File: src/rtl/mem_stage_ctrl.sv
// Memory stage: takes EX bundles, runs the data-memory req/ack access, aligns load data, registers the WB bundle.
// Optional MISALIGN_TRAP_EN: misaligned H/W accesses skip memory and return a wb_misalign flag.
module mem_stage_ctrl #(
  parameter int XLEN     = 32,
  parameter int MAX_WAIT = 15
) (
  input  logic            clk,
  input  logic            reset,
  input  logic            ex_valid,
  output logic            ex_ready,
  input  logic            ex_reg_write,
  input  logic [1:0]      ex_result_src,
  input  logic            ex_mem_write,
  input  logic [2:0]      ex_funct3,
  input  logic [XLEN-1:0] ex_alu_result,
  input  logic [4:0]      ex_rd,
  input  logic [XLEN-1:0] ex_rd2,
  input  logic [XLEN-1:0] ex_pc_cur,
  output logic            dmem_req,
  output logic            dmem_we,
  output logic [XLEN-1:0] dmem_addr,
  output logic [XLEN-1:0] dmem_wdata,
  output logic [3:0]      dmem_be,
  input  logic            dmem_ack,
  input  logic [XLEN-1:0] dmem_rdata,
  output logic            wb_valid,
  input  logic            wb_ready,
  output logic            wb_reg_write,
  output logic [4:0]      wb_rd,
  output logic [XLEN-1:0] wb_result,
  output logic            wb_timeout
`ifdef MISALIGN_TRAP_EN
  ,
  output logic            wb_misalign
`endif
);

  localparam int CW = $clog2(MAX_WAIT + 1);

  typedef enum logic [1:0] {IDLE, ACCESS, HOLD} state_t;
  state_t state, state_nxt;

  logic [CW-1:0]   wait_cnt;
  logic            accept, is_mem, misal, tmo;
  logic [1:0]      off;
  logic [3:0]      be_c;
  logic [XLEN-1:0] wdata_c, ld_data;
  logic [7:0]      b_sel;
  logic [15:0]     h_sel;

  // pending load context, captured at accept and used when the ack returns
  logic [2:0]      p_f3;
  logic [1:0]      p_off;
  logic [4:0]      p_rd;
  logic            p_rw, p_ld;

  assign off      = ex_alu_result[1:0];
  assign ex_ready = (state == IDLE) && (!wb_valid || wb_ready);
  assign accept   = ex_valid && ex_ready;
  assign is_mem   = ex_mem_write || (ex_result_src == 2'b01);
  assign tmo      = (state == ACCESS) && !dmem_ack && (wait_cnt == CW'(MAX_WAIT - 1));

`ifdef MISALIGN_TRAP_EN
  assign misal = ((ex_funct3[1:0] == 2'b01) && off[0]) ||
                 ((ex_funct3[1:1] == 1'b1) && (off != 2'b00)) ||
                 ((ex_funct3[1:0] == 2'b11) && (off != 2'b00));
`else
  assign misal = 1'b0;
`endif

  // funct3[1:0]: 00 byte, 01 half, anything else treated as a word
  always_comb begin
    be_c    = 4'b1111;
    wdata_c = ex_rd2;
    case (ex_funct3[1:0])
      2'b00: begin
        be_c    = 4'b0001 << off;
        wdata_c = {(XLEN/8){ex_rd2[7:0]}};
      end
      2'b01: begin
        be_c    = off[1] ? 4'b1100 : 4'b0011;
        wdata_c = {(XLEN/16){ex_rd2[15:0]}};
      end
      default: ;
    endcase
  end

  assign b_sel = 8'(dmem_rdata >> {p_off, 3'b000});
  assign h_sel = 16'(dmem_rdata >> {p_off[1], 4'b0000});

  always_comb begin
    ld_data = dmem_rdata;
    case (p_f3)
      3'b000:  ld_data = {{(XLEN-8){b_sel[7]}}, b_sel};
      3'b100:  ld_data = {{(XLEN-8){1'b0}}, b_sel};
      3'b001:  ld_data = {{(XLEN-16){h_sel[15]}}, h_sel};
      3'b101:  ld_data = {{(XLEN-16){1'b0}}, h_sel};
      default: ;
    endcase
  end

  always_ff @(posedge clk) begin
    if (reset) state <= IDLE;
    else       state <= state_nxt;
  end

  always_comb begin
    state_nxt = state;
    case (state)
      IDLE:    if (accept && is_mem) state_nxt = misal ? HOLD : ACCESS;
      ACCESS:  if (dmem_ack || tmo) state_nxt = HOLD;
      HOLD:    if (wb_ready) state_nxt = IDLE;
      default: state_nxt = IDLE;
    endcase
  end

  always_ff @(posedge clk) begin
    if (reset) begin
      wait_cnt     <= '0;
      dmem_req     <= 1'b0;
      dmem_we      <= 1'b0;
      dmem_addr    <= '0;
      dmem_wdata   <= '0;
      dmem_be      <= 4'b0000;
      wb_valid     <= 1'b0;
      wb_reg_write <= 1'b0;
      wb_rd        <= '0;
      wb_result    <= '0;
      wb_timeout   <= 1'b0;
      p_f3         <= '0;
      p_off        <= '0;
      p_rd         <= '0;
      p_rw         <= 1'b0;
      p_ld         <= 1'b0;
`ifdef MISALIGN_TRAP_EN
      wb_misalign  <= 1'b0;
`endif
    end else begin
      case (state)
        IDLE: begin
          if (wb_valid && wb_ready) wb_valid <= 1'b0;
          if (accept) begin
            if (is_mem && !misal) begin
              dmem_req   <= 1'b1;
              dmem_we    <= ex_mem_write;
              dmem_addr  <= {ex_alu_result[XLEN-1:2], 2'b00};
              dmem_be    <= be_c;
              dmem_wdata <= wdata_c;
              wait_cnt   <= '0;
              p_f3       <= ex_funct3;
              p_off      <= off;
              p_rd       <= ex_rd;
              p_rw       <= ex_reg_write;
              p_ld       <= !ex_mem_write;
            end else begin
              wb_valid     <= 1'b1;
              wb_rd        <= ex_rd;
              wb_timeout   <= 1'b0;
              wb_reg_write <= is_mem ? 1'b0 : ex_reg_write;
              wb_result    <= is_mem ? '0 :
                              (ex_result_src == 2'b10) ? ex_pc_cur + XLEN'(4) : ex_alu_result;
`ifdef MISALIGN_TRAP_EN
              wb_misalign  <= is_mem;
`endif
            end
          end
        end
        ACCESS: begin
          if (dmem_ack || tmo) begin
            dmem_req     <= 1'b0;
            wb_valid     <= 1'b1;
            wb_rd        <= p_rd;
            wb_timeout   <= tmo;
            wb_reg_write <= dmem_ack && p_ld && p_rw;
            wb_result    <= (dmem_ack && p_ld) ? ld_data : '0;
`ifdef MISALIGN_TRAP_EN
            wb_misalign  <= 1'b0;
`endif
          end else begin
            wait_cnt <= wait_cnt + 1'b1;
          end
        end
        HOLD: if (wb_ready) wb_valid <= 1'b0;
        default: ;
      endcase
    end
  end

endmodule

File: config.mk
export PLATFORM = sky130hd
export DESIGN_NAME = mem_stage_ctrl
export DESIGN_NICKNAME = d
export VERILOG_FILES = /design/src/rtl/mem_stage_ctrl.sv
export SDC_FILE = /design/constraint.sdc
export NUM_CORES = 1
export LEC_CHECK = 0
export BUFFER_PORTS_ARGS = -buffer_cell sky130_fd_sc_hd__buf_2
export CORE_ASPECT_RATIO = 1.4
export CORE_MARGIN = 5
export CORE_UTILIZATION = 35
export DETAILED_ROUTE_END_ITERATION = 6
export GPL_TIMING_DRIVEN = 0
export PLACE_DENSITY = 0.69
export SYNTH_ARGS = -nofsm -noshare
export SYNTH_HDL_FRONTEND = slang
export SYNTH_SLANG_ARGS = --single-unit
File: constraint.sdc
create_clock -name clk -period 1.9 [get_ports clk]
set_input_delay 0.285 -clock clk [delete_from_list [all_inputs] [get_ports clk]]
set_output_delay 0.285 -clock clk [all_outputs]
set_load 0.1 [all_outputs]
# After elaboration in Yosys (flattened, before gate mapping)
# Index checks and enable logic that the tools add are counted.
# totals
word_cells	103
inputBits	145
ff_bits	126
# op_classes
n_mux	40
add_sub_neg	2
shift	3
n_eq_ne	16
n_reduce_logical	25
# ops
op	count
2-to-1 mux 32 bit	5
case mux 32 bit (2 select lines)	2
case mux 32 bit (4 select lines)	1
adder 32 x 3 -> 32 bit, second input constant	1
>> shifter 32 x 5 -> 16 bit	1
>> shifter 32 x 5 -> 8 bit	1
2-to-1 mux 4 bit	4
case mux 4 bit (2 select lines)	2
2-to-1 mux 5 bit	3
2-to-1 mux 1 bit	14
AND reduction 4 bit	3
!= test 2 bit, second input constant	5
case mux 5 bit (2 select lines)	1
AND reduction 3 bit	3
logical AND 1 bit	8
== test 2 x 1 -> 1 bit, second input constant	3
== test 3 bit, second input constant	2
2-to-1 mux 2 bit	3
case mux 1 bit (2 select lines)	3
case mux 2 bit (3 select lines)	1
adder 4 x 1 -> 4 bit, second input constant	1
== test 2 bit, second input constant	2
== test 4 bit, second input constant	1
zero test 2 bit	2
other kinds (9)	14

# Longest topological paths before layout
# Gate-level depths: netlist of the first run.
# depth
ltp_word	7
mapped_depth	10
depth_no_buf	8

# Least setup slack after synthesis of the first run
# Ideal clock, no wire load.
# synth_path
path_type	reg-to-reg
from	register wb_valid
to	register wb_result[30]
stages_incl_launch_ff	7
path_buffers	1
required_ns	1.820
path_slack_ns	-0.328
t_arrival_ns	2.149
setup_time_ns	0.080
cell_sequence	dfxtp_1 -> a2111o_1 -> nand2_1 -> o21ai_1 -> clkbuf_1 -> a221oi_1 -> a211oi_2
# synth_between
elab_chain_len	6
# synth_lines
item	line_no	source
start: declaration	26	output logic wb_valid,
start signal: assignment	125	wb_valid <= 1'b0;
start signal: assignment	141	if (wb_valid && wb_ready) wb_valid <= 1'b0;
start signal: assignment	156	wb_valid <= 1'b1;
zero test 1 bit	58	assign ex_ready = (state == IDLE) && (!wb_valid || wb_ready);
logical OR 1 bit	58	
logical AND 1 bit	58	
logical AND 1 bit	59	assign accept = ex_valid && ex_ready;
!= test 2 bit (no source line)	-	
AND reduction 4 bit (no source line)	-	
end signal: assignment	160	wb_result <= is_mem ? '0 :
end signal: assignment	175	wb_result <= (dmem_ack && p_ld) ? ld_data : '0;
end: declaration	30	output logic [XLEN-1:0] wb_result,
# Every way passes these cells.
# A chain may end at the register's enable or synchronous reset.

# Worst setup path in the final report of the first run
# layout_path
from	register state[1]
to	register wb_result[3]
# layout_between
elab_chain_len	6
# layout_lines
item	line_no	source
start: declaration	41	state_t state, state_nxt;
start signal: assignment	104	else state <= state_nxt;
== test 2 x 1 -> 1 bit	61, 139	
logical AND 1 bit (2 in a row)	61	assign tmo = (state == ACCESS) && !dmem_ack && (wait_cnt == CW'(MAX_WAIT - 1));
logical OR 1 bit	169	if (dmem_ack || tmo) begin
!= test 2 x 1 -> 1 bit (no source line)	-	
AND reduction 4 bit (no source line)	-	
# Several ways; a longest one is shown, not always the timed one.

==> results of run 1 <==
==> state kept, by name, indices dropped and copies added (netlist names), 3 cells and up <==
signal	cells
p_f3	3
p_rd	5
dmem_be	4
wait_cnt	4
dmem_wdata	32
wb_result	32
dmem_addr	30
wb_rd	5
==> metrics by stage <==
| step | hold WS, ps | std cells | setup WS [ps] | total power, mW | util, % |
|---|---|---|---|---|---|
| 6_report | 110 | 1424 | -53.0 | 11.2 | 52.2 |
| 5_1_grt | 111 | 1424 | -135 | 11.6 | 52.2 |
| 3_5_place_dp | 443 | 1365 | -681 | 7.31 | 44.3 |
| 3_3_place_gp | 439 | 1365 | -607 | 7.28 | 44.3 |
| 2_1_floorplan | 421 | 871 | -3.38 | 6.30 | - |
| 4_1_cts | 98.0 | 1414 | -150 | 11.0 | 50.1 |
==> what timing repair did <==
| action | 4_1_cts | 5_1_grt |
|---|---|---|
| resized for setup | 86 | 100 |
| cloned | 3 | 2 |
| pin swaps | 20 | 28 |
| setup endpoints to repair | 125 | 113 |
| setup buffers | 16 | 11 |
==> cell usage in the layout, fill, tap and decap left out, types with 4 or more instances in the layout <==
| cell type | count |
|---|---|
| a221oi_1 | 4 |
| mux2i_1 | 28 |
| nor2_4 | 9 |
| and3_1 | 5 |
| buf_12 | 5 |
| xnor2_1 | 12 |
| clkinv_2 | 4 |
| clkbuf_1 | 25 |
| buf_4 | 27 |
| clkbuf_16 | 18 |
| a221oi_2 | 8 |
| nand3_1 | 11 |
| o21ai_2 | 8 |
| buf_6 | 5 |
| buf_8 | 6 |
| o21ai_0 | 46 |
| o22ai_1 | 11 |
| nor2_2 | 10 |
| a31oi_1 | 5 |
| clkbuf_2 | 17 |
| dfxtp_1 | 121 |
| a21oi_1 | 75 |
| xor2_1 | 12 |
| a311oi_1 | 14 |
| buf_2 | 255 |
| nand4_1 | 7 |
| ha_1 | 6 |
| nor3_1 | 14 |
| o211ai_1 | 9 |
| o21ai_1 | 5 |
| nand2_1 | 160 |
| a211oi_2 | 17 |
| nor2_1 | 85 |
| nand2b_1 | 8 |
| inv_1 | 13 |
| a211oi_1 | 19 |
| a21o_1 | 4 |
==> cell type report <==
| cell class | instances | area share (%) |
|---|---|---|
| inverters | 16 | 0.667 |
| repair buffers | 281 | 16.0 |
| well taps | 244 | 3.13 |
| clock buffers | 18 | 4.50 |
| clock inverters | 14 | 1.72 |
| multi-input cells | 661 | 43.7 |
| plain buffers | 64 | 4.29 |
| flip-flops and latches | 126 | 26.0 |
==> logic make-up after synthesis <==
kind of cell,share of synthesized area [%]
other cells,0.0561
mux,5.71
buf+inv,5.06
fa+ha+maj,1.50
simple gates,22.2
xor+xnor,3.15
flops,37.8
compound gates,24.6
==> worst register-to-register path, delay by kind of cell, from the launching register on <==
family                   cells  cell delay, ps
flip-flops                   1             340
AND/OR/NAND/NOR              2             110
AO/OA/AOI/OAI                4             840
adder cells (fa/ha/maj)      1             150
buffers and inverters        3             380
==> routing by layer <==
layer	up-vias	part of all wire [%]	wire length (um)
li1	3691	-	-
met1	3664	36	10800
met2	380	50	15100
met3	86	7.9	2370
met4	4	5.4	1620
met5	-	0.070	21
==> final timing paths <==
path | startpoint | end | slack [ps] | cells past startpoint
hold reg to reg | dmem_addr[27] | dmem_addr[27] | 450 | 2
setup reg to reg | state[1] | wb_result[3] | -50 | 10
hold / removal | ex_funct3[2] | p_f3[2] | 110 | 3
setup / recovery | state[1] | wb_result[3] | -50 | 10
==> power by group through the flow <==
stage / Sequential, mW / Clock, mW / Combinational, mW
floorplan: 5.08 / 0 / 1.22
global placement: 3.16 / 0 / 4.12
detailed placement: 3.17 / 0 / 4.14
CTS: 3.12 / 3.44 / 4.44
global route: 3.18 / 3.57 / 4.89
finish: 3.15 / 3.42 / 4.67
==> results.sh, run 1 <==
export IMPL_outcome="finished, violations left"
export IMPL_violations="setup timing"
export IMPL_worstPathCellList="inv_4 -> ha_4 -> nand2_2 -> a2111o_1 -> a21oi_4 -> buf_12 -> buf_8 -> o21ai_2 -> o22ai_1 -> nor2_1"
export IMPL_critical_path_top_delay_family="compound AO/OA/AOI/OAI gates"
export IMPL_multi_input_comb_area_sq_um=4260
export IMPL_p_leak_nw=4.16
export IMPL_fmax_mhz=512
export IMPL_met3_usage_pct=6.35
export IMPL_ioPinCount=256
export IMPL_seqPwrFrac_pct=28.0
export IMPL_cts_max_level=4
export IMPL_setup_viol=21
export IMPL_placementRows=59
export IMPL_ys_async_sr_fraction_pct=0
export IMPL_grt_max_degree=17
export IMPL_start_util_pct=35.8
export IMPL_start_kind="register"
export IMPL_yosysMostFrequentCell="nand2_1"
export IMPL_arrival_ps=2240
export IMPL_cts_tree="done"
export IMPL_ctsLongestPathBuffers=2
export IMPL_rsz0062_at_grt="yes"
export IMPL_fin_setup_tns_ps=-495
export IMPL_ys_ff_latch=126
export IMPL_swShare_pct=44.9
export IMPL_vias=7825
export IMPL_synth_edff_count=0
export IMPL_min_path_type="in -> reg"
export IMPL_cts_clk_slew_worst_paths_ps=60
export IMPL_synth_area_per_cell_sq_um=7.68
export IMPL_path_max_fanout=6
export IMPL_max_slew_margin_pct=40.6
export IMPL_antenna_found_initial=2
export IMPL_power_density_nw_per_um2=1150
export IMPL_worstPathBufferInverterCount=3
export IMPL_fin_worst_skew_ps=7.00
export IMPL_endpoint_kind="register"
export IMPL_portBuffers=250
export IMPL_worstPathRequired_ps=2190
export IMPL_fin_nets=1320
export IMPL_netlist_area_sq_um=6680
export IMPL_grt_util_met2_pct=46.2
export IMPL_worstSetupPathType="reg -> reg"
export IMPL_drive_gt1_share_pct=38.1
export IMPL_ys_warnings_count=0
export IMPL_pwr_share_comb_pct=41.6
export IMPL_synth_cell_types=62
export IMPL_maxSlewViolCount=0
export IMPL_ys_seq_area_share_pct=37.8
export IMPL_fillers=1838
export IMPL_synth_top_cell_area_share_pct=37.8
export IMPL_grt_pass1_vias=7784
export IMPL_ant_nets=0
export IMPL_fin_ws_ps=-53.0
export IMPL_placed_cell_area_sq_um=8270
export IMPL_max_cap_violations=0
export IMPL_syn_to_final_growth_pct=45.9
export IMPL_register_area_sq_um=2530
export IMPL_numCtsBuffers=17
export IMPL_yosysTopAreaCell="dfxtp_1"
export IMPL_grtUsageTotal_pct=26.0
export IMPL_via_per_inst=5.50
export IMPL_wl_per_cell_um=21.0
export IMPL_p_switching_mw=5.05
export IMPL_hold_viol=0
export IMPL_ir_drop_uv=602
export IMPL_netlist_instances=870
export IMPL_wl_um=30000
export IMPL_use_met1_pct=28.0
export IMPL_synthFlopType="dfxtp_1"
export IMPL_power_internal_mw=6.19
export IMPL_place_gp_congestion=0.958
export IMPL_drcViolationCount=0
export IMPL_die_height_um=173
export IMPL_core_sq_um=18700
export IMPL_cts_sinks=126
export IMPL_grt_overflow_total=0
export IMPL_place_hpwl_um=22800
export IMPL_clk_latency_ps=420
export IMPL_drt_pass1_iterations=6
export IMPL_drt_iter0_markers=555
export IMPL_grt_first_pass_wirelength_um=44200
export IMPL_fin_area_sq_um=9750
export IMPL_max_stage_delay_ps=400
export IMPL_n_antenna_cell=0
export IMPL_hold_buffers=0
export IMPL_clockRootBuffer="clkbuf_16"
export IMPL_period_needed_ps=1950
export IMPL_synth_common_cells="nand2_1 (163), dfxtp_1 (126), nor2_1 (104), a21oi_1 (77), clkbuf_1 (53)"
export IMPL_pwr_share_clk_pct=30.4
export IMPL_crit_slowest_cell="a2111o_1"
export IMPL_worst_slew_pin_slew_ps=891
export IMPL_top_usage_layer="met2"
export IMPL_synthTopCellsByArea="dfxtp_1 (38%), nand2_1 (9.2%), nor2_1 (5.8%), a21oi_1 (5.8%), mux2i_1 (4.2%)"
export IMPL_fp_dieW_um=127
export IMPL_dieArea_sq_um=22000
export IMPL_fin_crit_sh_pct=103
Note: power is estimated with default switching activity, not from simulation.
==> run 2, diff against run 1 <==
--- a/config.mk
+++ b/config.mk
@@ -6,10 +6,11 @@
 export NUM_CORES = 1
 export LEC_CHECK = 0
 export BUFFER_PORTS_ARGS = -buffer_cell sky130_fd_sc_hd__buf_2
-export CORE_ASPECT_RATIO = 1.4
+export CORE_ASPECT_RATIO = 1.25
 export CORE_MARGIN = 5
 export CORE_UTILIZATION = 35
 export DETAILED_ROUTE_END_ITERATION = 6
+export GPL_ROUTABILITY_DRIVEN = 0
 export GPL_TIMING_DRIVEN = 0
 export PLACE_DENSITY = 0.69
 export SYNTH_ARGS = -nofsm -noshare
==> constraint.sdc (replaced) <==
create_clock -name clk -period 1.9 [get_ports clk]
set_input_delay 0.285 -clock clk [delete_from_list [all_inputs] [get_ports clk]]
set_output_delay 0.285 -clock clk [all_outputs]
set_load 0.005 [all_outputs]
==> run 2 against run 1 <==
The flow still finishes with violations (setup timing). Die area about the same. Via count increased by 5.4%. Clock power about the same. Sequential power about the same. Setup slack got worse by 100 ps. Combinational power decreased by 39%. Cell count increased by 0.28%. Critical path type unchanged. Critical endpoint is now wb_rd[3]. Largest power group is now clock.
==> results.sh, run 2 (synthesis gave the netlist of run 1 again) <==
export IMPL_outcome="finished, violations left"
export IMPL_violations="setup timing"
export IMPL_grt_overflow_total=0
export IMPL_use_met1_pct=30.6
export IMPL_fin_worst_skew_ps=5.15
export IMPL_fin_nets=1333
export IMPL_hold_viol=0
export IMPL_grt_max_degree=17
export IMPL_seqPwrFrac_pct=33.4
export IMPL_syn_to_final_growth_pct=48.8
export IMPL_ctsLongestPathBuffers=2
export IMPL_cts_tree="done"
export IMPL_final_cell_mix="buf_2 (254), nand2_1 (160), dfxtp_1 (122)"
export IMPL_grtUsageTotal_pct=27.0
export IMPL_path_max_fanout=6
export IMPL_grt_pass1_vias=7691
export IMPL_die_height_um=164
export IMPL_core_sq_um=18800
export IMPL_final_core_util_pct=53.0
export IMPL_ir_drop_uv=723
export IMPL_total_power_mw=9.39
export IMPL_drive_gt1_share_pct=38.1
export IMPL_largestRegisters="dmem_wdata: 32 flops, wb_result: 32 flops, dmem_addr: 30 flops"
export IMPL_antenna_found_initial=4
export IMPL_swShare_pct=33.4
export IMPL_fp_dieW_um=134
export IMPL_grt_first_pass_wirelength_um=45100
export IMPL_instances_no_fill=1428
export IMPL_p_leak_nw=4.23
export IMPL_max_slew_margin_pct=43.3
export IMPL_fin_crit_sh_pct=108
export IMPL_p_switching_mw=3.14
export IMPL_top_usage_layer="met2"
export IMPL_worstPathRequired_ps=2220
export IMPL_clk_latency_ps=430
export IMPL_worst_slew_pin_slew_ps=850
export IMPL_dp_cells=1353
export IMPL_drcViolationCount=0
export IMPL_pwr_share_clk_pct=36.4
export IMPL_drt_pass1_iterations=6
export IMPL_cts_sinks=126
export IMPL_dieArea_sq_um=22000
export IMPL_final_common_cell="buf_2"
export IMPL_ant_nets=0
export IMPL_setup_viol=28
export IMPL_place_hpwl_um=23200
export IMPL_drt_iter0_markers=919
export IMPL_wl_um=32100
export IMPL_pwr_share_comb_pct=30.2
export IMPL_worstSetupPathType="reg -> reg"
export IMPL_arrival_ps=2380
export IMPL_worst_r2r_setup_slack_ps=-150
export IMPL_power_density_nw_per_um2=945
export IMPL_endpoint_kind="register"
export IMPL_start_kind="register"
export IMPL_cts_max_level=4
export IMPL_min_path_type="in -> reg"
export IMPL_fin_ws_ps=-153
export IMPL_numCtsBuffers=17
export IMPL_wl_per_cell_um=22.5
export IMPL_via_per_inst=5.78
export IMPL_placementRows=56
export IMPL_maxSlewViolCount=0
export IMPL_clockRootBuffer="clkbuf_16"
export IMPL_start_util_pct=35.6
export IMPL_hold_buffers=0
export IMPL_power_internal_mw=6.25
export IMPL_grt_util_met2_pct=46.3
export IMPL_ioPinCount=256
export IMPL_vias=8248
export IMPL_max_cap_violations=0
export IMPL_fin_setup_tns_ps=-1400
export IMPL_portBuffers=250
export IMPL_fmax_mhz=487
export IMPL_period_needed_ps=2050
export IMPL_cts_clk_slew_worst_paths_ps=60
export IMPL_met3_usage_pct=7.34
export IMPL_rsz0062_at_grt="yes"
run 2: metrics by stage:
step | hold slack [ps] | area (sq um) | setup WS [ps]
final | 98.7 | 9940 | -153
after global routing | 102 | 9940 | -223
after CTS | 89.7 | 9290 | -140
after detailed placement | 443 | 8250 | -640
after global placement | 439 | 8250 | -600
after floorplan | 421 | 6710 | -3.38
run 2: layout make-up:
type	count	area [sq um]
fillers	1807	8830
multi-input cells	661	4270
flip-flops and latches	126	2530
repair buffers	294	1760
clock buffers	18	439
plain buffers	64	412
well taps	232	290
clock inverters	14	169
inverters	16	65.1
diodes	3	7.51
run 2: final timing paths:
kind	depth (start not counted)	from	endpoint
worst min register to register	2	dmem_addr[24]	dmem_addr[24]
worst min-delay path	3	ex_rd[4]	p_rd[4]
worst max register to register	10	state[0]	wb_rd[3]
worst max-delay path	10	state[0]	wb_rd[3]
run 2: critical path, cell delays in order, from the launching register on:
cell	delay, ps
dfxtp_4	360
inv_4	60
ha_4	150
nand2_4	50
a2111o_2	410
a21oi_4	170
buf_12	150
buf_12	140
buf_12	140
nor2_1	40
a211oi_1	260
run 2: power groups by stage:
stage          Clock, mW  Combinational [mW]  Sequential [mW]
2_1_floorplan          0                1.15             3.17
5_1_grt             3.57                3.04             3.17
3_3_place_gp           0                2.13             3.16
4_1_cts             3.43                2.42             3.12
6_report            3.42                2.84             3.14
3_5_place_dp           0                2.15             3.16
run 2: timing repair:
action                                  in CTS  in global routing
endpoints found under the setup margin     124                106
pin swaps                                   16                 29
cloned                                       3                  4
setup buffers                               15                 23
endpoints found under the hold margin        0                  0
resized for setup                           80                114
run 2: layer usage:
layer	wire (um)	part of all wire, %
met1	11500	36
met4	1800	5.6
met2	15400	48
met5	18	0.056
met3	3390	11
